[src/rtl/seg8_scan_driver.sv]
// seg8_scan_driver
//   Double-buffered, time-multiplexed driver for eight common-cathode
//   seven-segment digits. New data is captured into a pending buffer and
//   only promoted to the displayed (active) buffer on a frame boundary, so
//   the display never tears. Each digit slot begins with a blanking gap.
//
// Ports
//   CP              clock, rising edge
//   CR_n            asynchronous active-low reset
//   load            one-cycle strobe capturing din/dig_en/dp_en
//   din[31:0]       digit i = din[4i+3:4i], hex value
//   dig_en[7:0]     bit i lights digit i
//   dp_en[7:0]      bit i lights the decimal point of digit i
//   seg_cs_pin      active-high one-hot digit select
//   seg_data_0_pin  active-high segments, bit0 = a .. bit6 = g, bit7 = dp
//   frame_done      one-cycle pulse after the slot index wraps 7 -> 0
//   pending         pending buffer holds data not yet shown
module seg8_scan_driver #(
  parameter int SCAN_DIV  = 100000,
  parameter int BLANK_CYC = 16
) (
  input  logic        CP,
  input  logic        CR_n,
  input  logic        load,
  input  logic [31:0] din,
  input  logic [7:0]  dig_en,
  input  logic [7:0]  dp_en,
  output logic [7:0]  seg_cs_pin,
  output logic [7:0]  seg_data_0_pin,
  output logic        frame_done,
  output logic        pending
);

  localparam int PW = $clog2(SCAN_DIV);
  localparam logic [PW-1:0] PRE_LAST = PW'(SCAN_DIV - 1);
  localparam logic [PW:0]   BLANK_W  = (PW + 1)'(BLANK_CYC);

  logic [PW-1:0] pre_q, pre_d;
  logic [2:0]    k_q, k_d;
  logic [31:0]   a_din_q, a_din_d, p_din_q, p_din_d;
  logic [7:0]    a_en_q, a_en_d, p_en_q, p_en_d;
  logic [7:0]    a_dp_q, a_dp_d, p_dp_q, p_dp_d;
  logic          pend_q, pend_d;
  logic [7:0]    cs_q, cs_d;
  logic [7:0]    seg_q, seg_d;
  logic          fd_q, fd_d;
  logic          boundary;
  logic          lit;

  function automatic logic [6:0] hex_to_seg(input logic [3:0] v);
    case (v)
      4'h0: hex_to_seg = 7'h3F;
      4'h1: hex_to_seg = 7'h06;
      4'h2: hex_to_seg = 7'h5B;
      4'h3: hex_to_seg = 7'h4F;
      4'h4: hex_to_seg = 7'h66;
      4'h5: hex_to_seg = 7'h6D;
      4'h6: hex_to_seg = 7'h7D;
      4'h7: hex_to_seg = 7'h07;
      4'h8: hex_to_seg = 7'h7F;
      4'h9: hex_to_seg = 7'h6F;
      4'hA: hex_to_seg = 7'h77;
      4'hB: hex_to_seg = 7'h7C;
      4'hC: hex_to_seg = 7'h39;
      4'hD: hex_to_seg = 7'h5E;
      4'hE: hex_to_seg = 7'h79;
      default: hex_to_seg = 7'h71;
    endcase
  endfunction

  always_comb begin
    pre_d   = pre_q + PW'(1);
    k_d     = k_q;
    a_din_d = a_din_q;
    a_en_d  = a_en_q;
    a_dp_d  = a_dp_q;
    p_din_d = p_din_q;
    p_en_d  = p_en_q;
    p_dp_d  = p_dp_q;
    pend_d  = pend_q;

    if (pre_q == PRE_LAST) begin
      pre_d = '0;
      k_d   = k_q + 3'd1;
    end

    boundary = (pre_q == PRE_LAST) && (k_q == 3'd7);

    if (load) begin
      p_din_d = din;
      p_en_d  = dig_en;
      p_dp_d  = dp_en;
      pend_d  = 1'b1;
    end

    // A load landing on the boundary bypasses the pending buffer entirely.
    if (boundary) begin
      if (load) begin
        a_din_d = din;
        a_en_d  = dig_en;
        a_dp_d  = dp_en;
        pend_d  = 1'b0;
      end else if (pend_q) begin
        a_din_d = p_din_q;
        a_en_d  = p_en_q;
        a_dp_d  = p_dp_q;
        pend_d  = 1'b0;
      end
    end

    // pre >= BLANK_CYC written as pre+1 > BLANK_CYC so BLANK_CYC = 0 stays a
    // plain compare rather than a constant-true one.
    lit   = (({1'b0, pre_q} + (PW + 1)'(1)) > BLANK_W) && a_en_q[k_q];
    cs_d  = lit ? (8'b1 << k_q) : '0;
    seg_d = lit ? {a_dp_q[k_q], hex_to_seg(a_din_q[{k_q, 2'b00} +: 4])} : '0;
    fd_d  = boundary;
  end

  always_ff @(posedge CP or negedge CR_n) begin
    if (!CR_n) begin
      pre_q   <= '0;
      k_q     <= '0;
      a_din_q <= '0;
      a_en_q  <= '0;
      a_dp_q  <= '0;
      p_din_q <= '0;
      p_en_q  <= '0;
      p_dp_q  <= '0;
      pend_q  <= 1'b0;
      cs_q    <= '0;
      seg_q   <= '0;
      fd_q    <= 1'b0;
    end else begin
      pre_q   <= pre_d;
      k_q     <= k_d;
      a_din_q <= a_din_d;
      a_en_q  <= a_en_d;
      a_dp_q  <= a_dp_d;
      p_din_q <= p_din_d;
      p_en_q  <= p_en_d;
      p_dp_q  <= p_dp_d;
      pend_q  <= pend_d;
      cs_q    <= cs_d;
      seg_q   <= seg_d;
      fd_q    <= fd_d;
    end
  end

  assign seg_cs_pin     = cs_q;
  assign seg_data_0_pin = seg_q;
  assign frame_done     = fd_q;
  assign pending        = pend_q;

endmodule

[config.mk]
export PLATFORM = sky130hd
export DESIGN_NAME = seg8_scan_driver
export DESIGN_NICKNAME = d
export VERILOG_FILES = /design/src/rtl/seg8_scan_driver.sv
export SDC_FILE = /design/constraint.sdc
export NUM_CORES = 1
export LEC_CHECK = 0
export ABC_CLOCK_PERIOD_IN_PS = 3500
export CAP_MARGIN = 30
export CORE_UTILIZATION = 35
export CTS_CLUSTER_DIAMETER = 30
export DETAILED_ROUTE_END_ITERATION = 8
export PLACE_DENSITY_LB_ADDON = 0.08
export SLEW_MARGIN = 40
export SYNTH_ARGS = -nofsm -noshare
export SYNTH_HDL_FRONTEND = slang
export SYNTH_SLANG_ARGS = --single-unit
[constraint.sdc]
create_clock -name CP -period 3.5 [get_ports CP]
set_clock_uncertainty 0.15 [all_clocks]
set_input_delay 0.7 -clock CP [delete_from_list [all_inputs] [get_ports CP]]
set_output_delay 0.7 -clock CP [all_outputs]
set_load 0.005 [all_outputs]
==> metrics.yaml, run 1 <==
worst_setup_path:
  worstSetupPathType: "reg -> reg"
  critical_path_arrival_ps: 3090
  crit_slowest_cell: "dfrtp_1"
  endpoint_kind: "flip-flop"
  crit_path_start_kind: "flip-flop"
  path_buf_inv: 1
  path_cells: "mux4_2 -> mux2i_1 -> inv_1 -> ha_1 -> nor2_1 -> a211oi_1 -> a2111oi_2"
  cp.required_ps: 3640
  worstPathMaxFanout: 9
  cpPeakStageDelay_ps: 710
  critical-path-top-delay-family: "multiplexers"
  ff2ff_setup_slack_ps: 550
placement:
  placed_area_sq_mm: 0.006964
  pre_cts_ws_ps: 584.0
  gp_congestion: 0.8441
  port_buffers: 68
  dp_hpwl_mm: 8.006
  place_inst: 707
timing:
  setup_viol: 0
  max_freq_mhz: 339.2
  maxSlewViolCount: 0
  tightest_slew_ps: 765.2
  setup_ws_ps: 552.3
  fin_crit_sh_pct: 84.22
  finalHoldWorstSlack_ps: 179.3
  max_slew_margin_pct: 47.98
  rsz0062_at_grt: "no"
  setup_tns_ps: 0
  fin_crit_ps: 2948
  hold_viol: 0
drt:
  drtIter0Drc: 192
  ant_nets: 0
  wirelength_mm: 11.75
  wl_per_cell_um: 15.92
  viasPerCell: 4.775
  firstDrtPassIters: 4
  vias: 3524
  drc: 0
floorplanning:
  core_area_sq_mm: 0.01676
  die_x_um: 133.9
  rows: 47
  die_y_um: 133.9
  io_pins: 69
  dieArea_sq_mm: 0.01793
  initial_core_util_pct: 36.34
layout:
  final_cells: 738
  final_cell_mix: "dfrtp_1, mux2_2, clkdlybuf4s50_1, nor2_1"
  postLayoutCoreUtil_pct: 45.20
  register_area_sq_mm: 0.003353
  fin_area_sq_mm: 0.007576
  area_growth_pct: 24.38
  nets: 570
  drive_gt1_share_pct: 31.27
  multiInputGateArea_sq_mm: 0.002567
  n_antenna_cell: 0
  fill_cells: 1514
  mostFrequentLayoutCell: "dfrtp_1"
global_route:
  grt_max_degree: 84
  grt_pass1_vias: 3776
  grt_usage_pct: 14.68
  grt_pass1_wl_mm: 20.11
  antenna_found_initial: 0
  grt_overflow: 0
synthesis:
  avgSynthCellArea_sq_um: 13.91
  ys_types: 53
  syn_nets: 502
  ys.flop_type: "dfrtp_1"
  syn_inst: 438
  ys.warnings.count: 0
  ys_seq_area_share_pct: 55.05
  mappedNetlistArea_sq_mm: 0.006091
  synth_edf_count: 0
  async_flop_share_pct: 100.0
  synth-seq-cells: 134
clock_network:
  clk_pin_slew_worst_paths_ps: 60
  clockRootBuffer: "clkbuf_16"
  cts_resized: 0
  post-cts-setup-buffers: 0
  cts_tree: "yes"
  worstSkewPairLatency_ps: 420
  cts_made_buffers: 17
  ctsLongestPathBuffers: 2
  htree_levels: 4
  cts.sinks: 134
  ctsHoldBuffers: 0
power_and_ir_drop:
  internal_power_mw: 2.897
  switchingPower_uw: 741.8
  clockPowerShare_pct: 50.5
  p_sw_share_pct: 20.39
  irDropWorstVdd_mv: 0.3248
  combPwrFrac_pct: 5.0
  p_leak_nw: 3.464
  powerDensity_mw_per_mm2: 480.3
  p_seq_share_pct: 44.4
  p_total_mw: 3.639
outcome:
  status: "complete, no violations"
worst_hold_path:
  hp-class: "in -> async"
run:
  maxCapViolCount: 0
## power by group through the flow
stage | clock network (mW) | registers, mW | logic [mW]
after floorplan | 0 | 1.64 | 0.0780
after global placement | 0 | 1.64 | 0.189
after detailed placement | 0 | 1.65 | 0.189
after CTS | 1.88 | 1.62 | 0.191
after global routing | 1.95 | 1.62 | 0.204
final | 1.84 | 1.62 | 0.183
## cells in the mapped netlist, types with 3 or more instances
library cell / number / area (sq um)
dfrtp_1: 134 / 3353
mux2_2: 76 / 855.8
nor2_1: 29 / 108.9
mux2_4: 20 / 300.3
nand2_1: 20 / 75.07
ha_1: 13 / 162.7
mux4_2: 12 / 270.3
inv_1: 10 / 37.54
xnor2_1: 9 / 78.83
xor2_1: 9 / 78.83
nor3_1: 7 / 35.03
buf_2: 6 / 30.03
mux2i_1: 6 / 60.06
a21oi_1: 5 / 25.02
buf_1: 5 / 18.77
nand3_1: 5 / 25.02
clkbuf_1: 4 / 15.01
nor2b_1: 4 / 25.02
o21ai_0: 4 / 20.02
a31oi_1: 3 / 18.77
and2_1: 3 / 18.77
buf_4: 3 / 22.52
buf_6: 3 / 33.78
clkbuf_2: 3 / 15.01
nand4_1: 3 / 18.77
nor3_2: 3 / 30.03
or2_2: 3 / 18.77
## cell families (layout without fill, tap and decap cells)
kind of cell	count (synthesis)	count (layout)	share of synthesized area, %
simple gates	96	96	8.833
mux	116	116	24.86
fa+ha+maj	13	13	2.671
compound gates	26	26	3.102
buf+inv	35	115	2.896
flops	134	134	55.05
xor+xnor	18	18	2.588
## per-layer routing
layer	part of all wire, %	global-route usage [%]
met1	51	20.52
met2	44	21.30
met3	3.3	3.817
met4	2.0	6.629
met5	0	0
## area by class of cell
class                   count  share of cell area [%]
flip-flops and latches    134                   44.26
multi-input cells         269                   33.89
repair buffers             73                   9.628
clock buffers              23                   6.441
well taps                 220                   3.633
clock inverters             8                   1.602
inverters                  11                  0.5450
## worst register-to-register path, delay by kind of cell (launching register included)
kind                     cells  cell delay, ps
AND/OR/NAND/NOR              1             110
multiplexers                 2            1000
buffers and inverters        1             120
AO/OA/AOI/OAI                2             470
flip-flops                   1             710
adder cells (fa/ha/maj)      1             250
## flip-flops by register name, summed over array words and instances, names as in the netlist
| register | count |
|---|---|
| a_din_q | 32 |
| p_din_q | 32 |
| pre_q | 17 |
| a_dp_q | 8 |
| a_en_q | 8 |
| p_dp_q | 8 |
| p_en_q | 8 |
| seg_cs_pin | 8 |
| seg_data_0_pin | 8 |
| k_q | 3 |
| frame_done | 1 |
| pending | 1 |
## worst paths after layout
kind / start / to / cells past startpoint
setup / recovery: k_q[0] / seg_data_0_pin[3] / 7
hold / removal: CR_n / pre_q[2] / 1
setup reg to reg: k_q[0] / seg_data_0_pin[3] / 7
hold reg to reg: p_din_q[9] / p_din_q[9] / 1
max in group asynchronous: CR_n / p_din_q[18] / 2
min in group CP: p_din_q[9] / p_din_q[9] / 1
Power figures use the tool's default switching activity.
==> inputs of run 2 (changes only) <==
ABC_CLOCK_PERIOD_IN_PS = 2950   (was 3500)
clock period = 2.95 ns   (was 3.5 ns; I/O delays follow)
==> metrics.yaml, run 2 (synthesis gave the netlist of run 1 again) <==
layout:
  mostFrequentLayoutCell: "dfrtp_1"
  final_cell_mix: "dfrtp_1, mux2_2, clkdlybuf4s50_1, nor2_1"
  n_antenna_cell: 0  # unchanged
  drive_gt1_share_pct: 31.94  # +0.67 points
  largestRegisters: "a_din_q: 32 flops, p_din_q: 32 flops, pre_q: 17 flops"
  postLayoutCoreUtil_pct: 45.37  # +0.16 points
  nets: 578  # +1.4%
  area_growth_pct: 24.84
clock_network:
  worstSkewPairLatency_ps: 420  # about the same
  htree_levels: 4  # unchanged
  ctsLongestPathBuffers: 2  # unchanged
  cts_made_buffers: 17  # unchanged
  cts.sinks: 134  # unchanged
  post-cts-setup-buffers: 0  # unchanged
  clk_pin_slew_worst_paths_ps: 50  # about the same
  cts_tree: "yes"
  clockRootBuffer: "clkbuf_16"
worst_setup_path:
  critical_path_arrival_ps: 2740  # -350 ps
  endpoint_kind: "flip-flop"
  worstSetupPathType: "reg -> reg"
  crit_path_start_kind: "flip-flop"
  cpPeakStageDelay_ps: 430  # -280 ps
  cp.required_ps: 3100  # -540 ps
  ff2ff_setup_slack_ps: 360  # -190 ps
  crit_slowest_cell: "a2111oi_0"
  worstPathMaxFanout: 16  # +7
  path_cells: "ha_1 -> a21oi_1 -> or2_2 -> a2111oi_0 -> nor4_1 -> nor4bb_2 -> buf_4 -> a2111oi_2"
placement:
  port_buffers: 68  # unchanged
  gp_congestion: 0.8098  # -4.1%
  dp_hpwl_mm: 7.980  # -0.33%
drt:
  firstDrtPassIters: 4  # unchanged
  drc: 0  # unchanged
  wl_per_cell_um: 15.53  # -2.4%
  vias: 3520  # -0.11%
  viasPerCell: 4.718  # -1.2%
  drtIter0Drc: 188  # -2.1%
  wirelength_mm: 11.59  # -1.4%
  ant_nets: 0  # unchanged
power_and_ir_drop:
  irDropWorstVdd_mv: 0.4026  # +24%
  powerDensity_mw_per_mm2: 533.7  # +11%
  p_total_mw: 4.058  # +12%
  p_leak_nw: 3.466  # about the same
timing:
  setup_viol: 0  # unchanged
  tightest_slew_ps: 598.7  # -166.5 ps
  setup_tns_ps: 0  # unchanged
  hold_viol: 0  # unchanged
  maxSlewViolCount: 0  # unchanged
  max_slew_margin_pct: 60.09  # +12 points
  fin_crit_ps: 2587  # -361.0 ps
  rsz0062_at_grt: "no"
  max_freq_mhz: 386.6  # +14%
  finalHoldWorstSlack_ps: 327.6  # +148.3 ps
  fin_crit_sh_pct: 87.68  # +3.5 points
floorplanning:
  dieArea_sq_mm: 0.01793  # unchanged
  die_x_um: 133.9  # unchanged
  initial_core_util_pct: 36.34  # unchanged
  die_y_um: 133.9  # unchanged
  io_pins: 69  # unchanged
  rows: 47  # unchanged
  core_area_sq_mm: 0.01676  # unchanged
worst_hold_path:
  hp-class: "in -> reg"
global_route:
  grt_max_degree: 52  # -38%
  antenna_found_initial: 0  # unchanged
  grt_overflow: 0  # unchanged
  grt_pass1_wl_mm: 19.93  # -0.92%
  grt_pass1_vias: 3787  # +0.29%
  grt_usage_pct: 14.55  # -0.13 points
outcome:
  status: "complete, no violations"
run:
  maxCapViolCount: 0  # unchanged
==> run 2: cell types whose count changed in the layout (fill, tap and decap cells not counted), moves of 3 or more <==
| cell | change |
|---|---|
| buf_12 | +3 |
| buf_4 | +4 |
| bufinv_16 | -3 |
| clkinvlp_4 | +4 |
==> run 2: metal layers <==
metal	wire length, um	share of wire (%)	vias to the layer above	track usage [%]
met5	0	0	-	0
met2	5052	44	71	20.78
met1	5916	51	1729	20.46
met4	261	2.3	0	7.323
li1	-	-	1699	-
met3	359	3.1	21	3.590
==> run 2: critical path: cells and delay by family (launching register included) <==
family                   cells  cell delay [ps]
AO/OA/AOI/OAI                3              830
adder cells (fa/ha/maj)      1              300
buffers and inverters        1              200
flip-flops                   1              410
AND/OR/NAND/NOR              3              580
==> run 2: cell type report <==
cell class              instances  area (sq um)
well taps                     220         275.3
clock buffers                  24         491.7
clock inverters                 7         47.55
repair buffers                 81         827.0
fillers                      1512          9156
flip-flops and latches        134          3353
multi-input cells             269          2567
inverters                      11         41.29
==> run 2: final timing paths <==
path / cells after the start / start / to
setup reg to reg: 8 / pre_q[0] / seg_data_0_pin[2]
hold reg to reg: 1 / p_din_q[22] / p_din_q[22]
hold / removal: 3 / load / pending
setup / recovery: 8 / pre_q[0] / seg_data_0_pin[2]
min in group asynchronous: 2 / CR_n / pre_q[4]
max in group asynchronous: 3 / CR_n / p_din_q[19]
==> run 2: per-stage QoR <==
stage                     cells  setup slack (ps)  cell area [sq um]
after CTS                   746             351.4               7604
after floorplan             438             342.0               6091
after global routing        746             64.14               7604
final                       746             363.3               7604
after global placement      714             371.1               7054
after detailed placement    714             373.0               7054
==> run 2: report_power, final <==
| part | internal (mW) | switching, mW |
|---|---|---|
| sequential | 1.90 | 0.0148 |
| combinational | 0.126 | 0.0939 |
| clock | 1.15 | 0.766 |
| total | 3.18 | 0.874 |
==> run 2: timing repair <==
action,CTS,global route
endpoints found under the hold margin,31,0
hold buffers,1,0
endpoints found under the setup margin,0,5
resized for setup,0,1
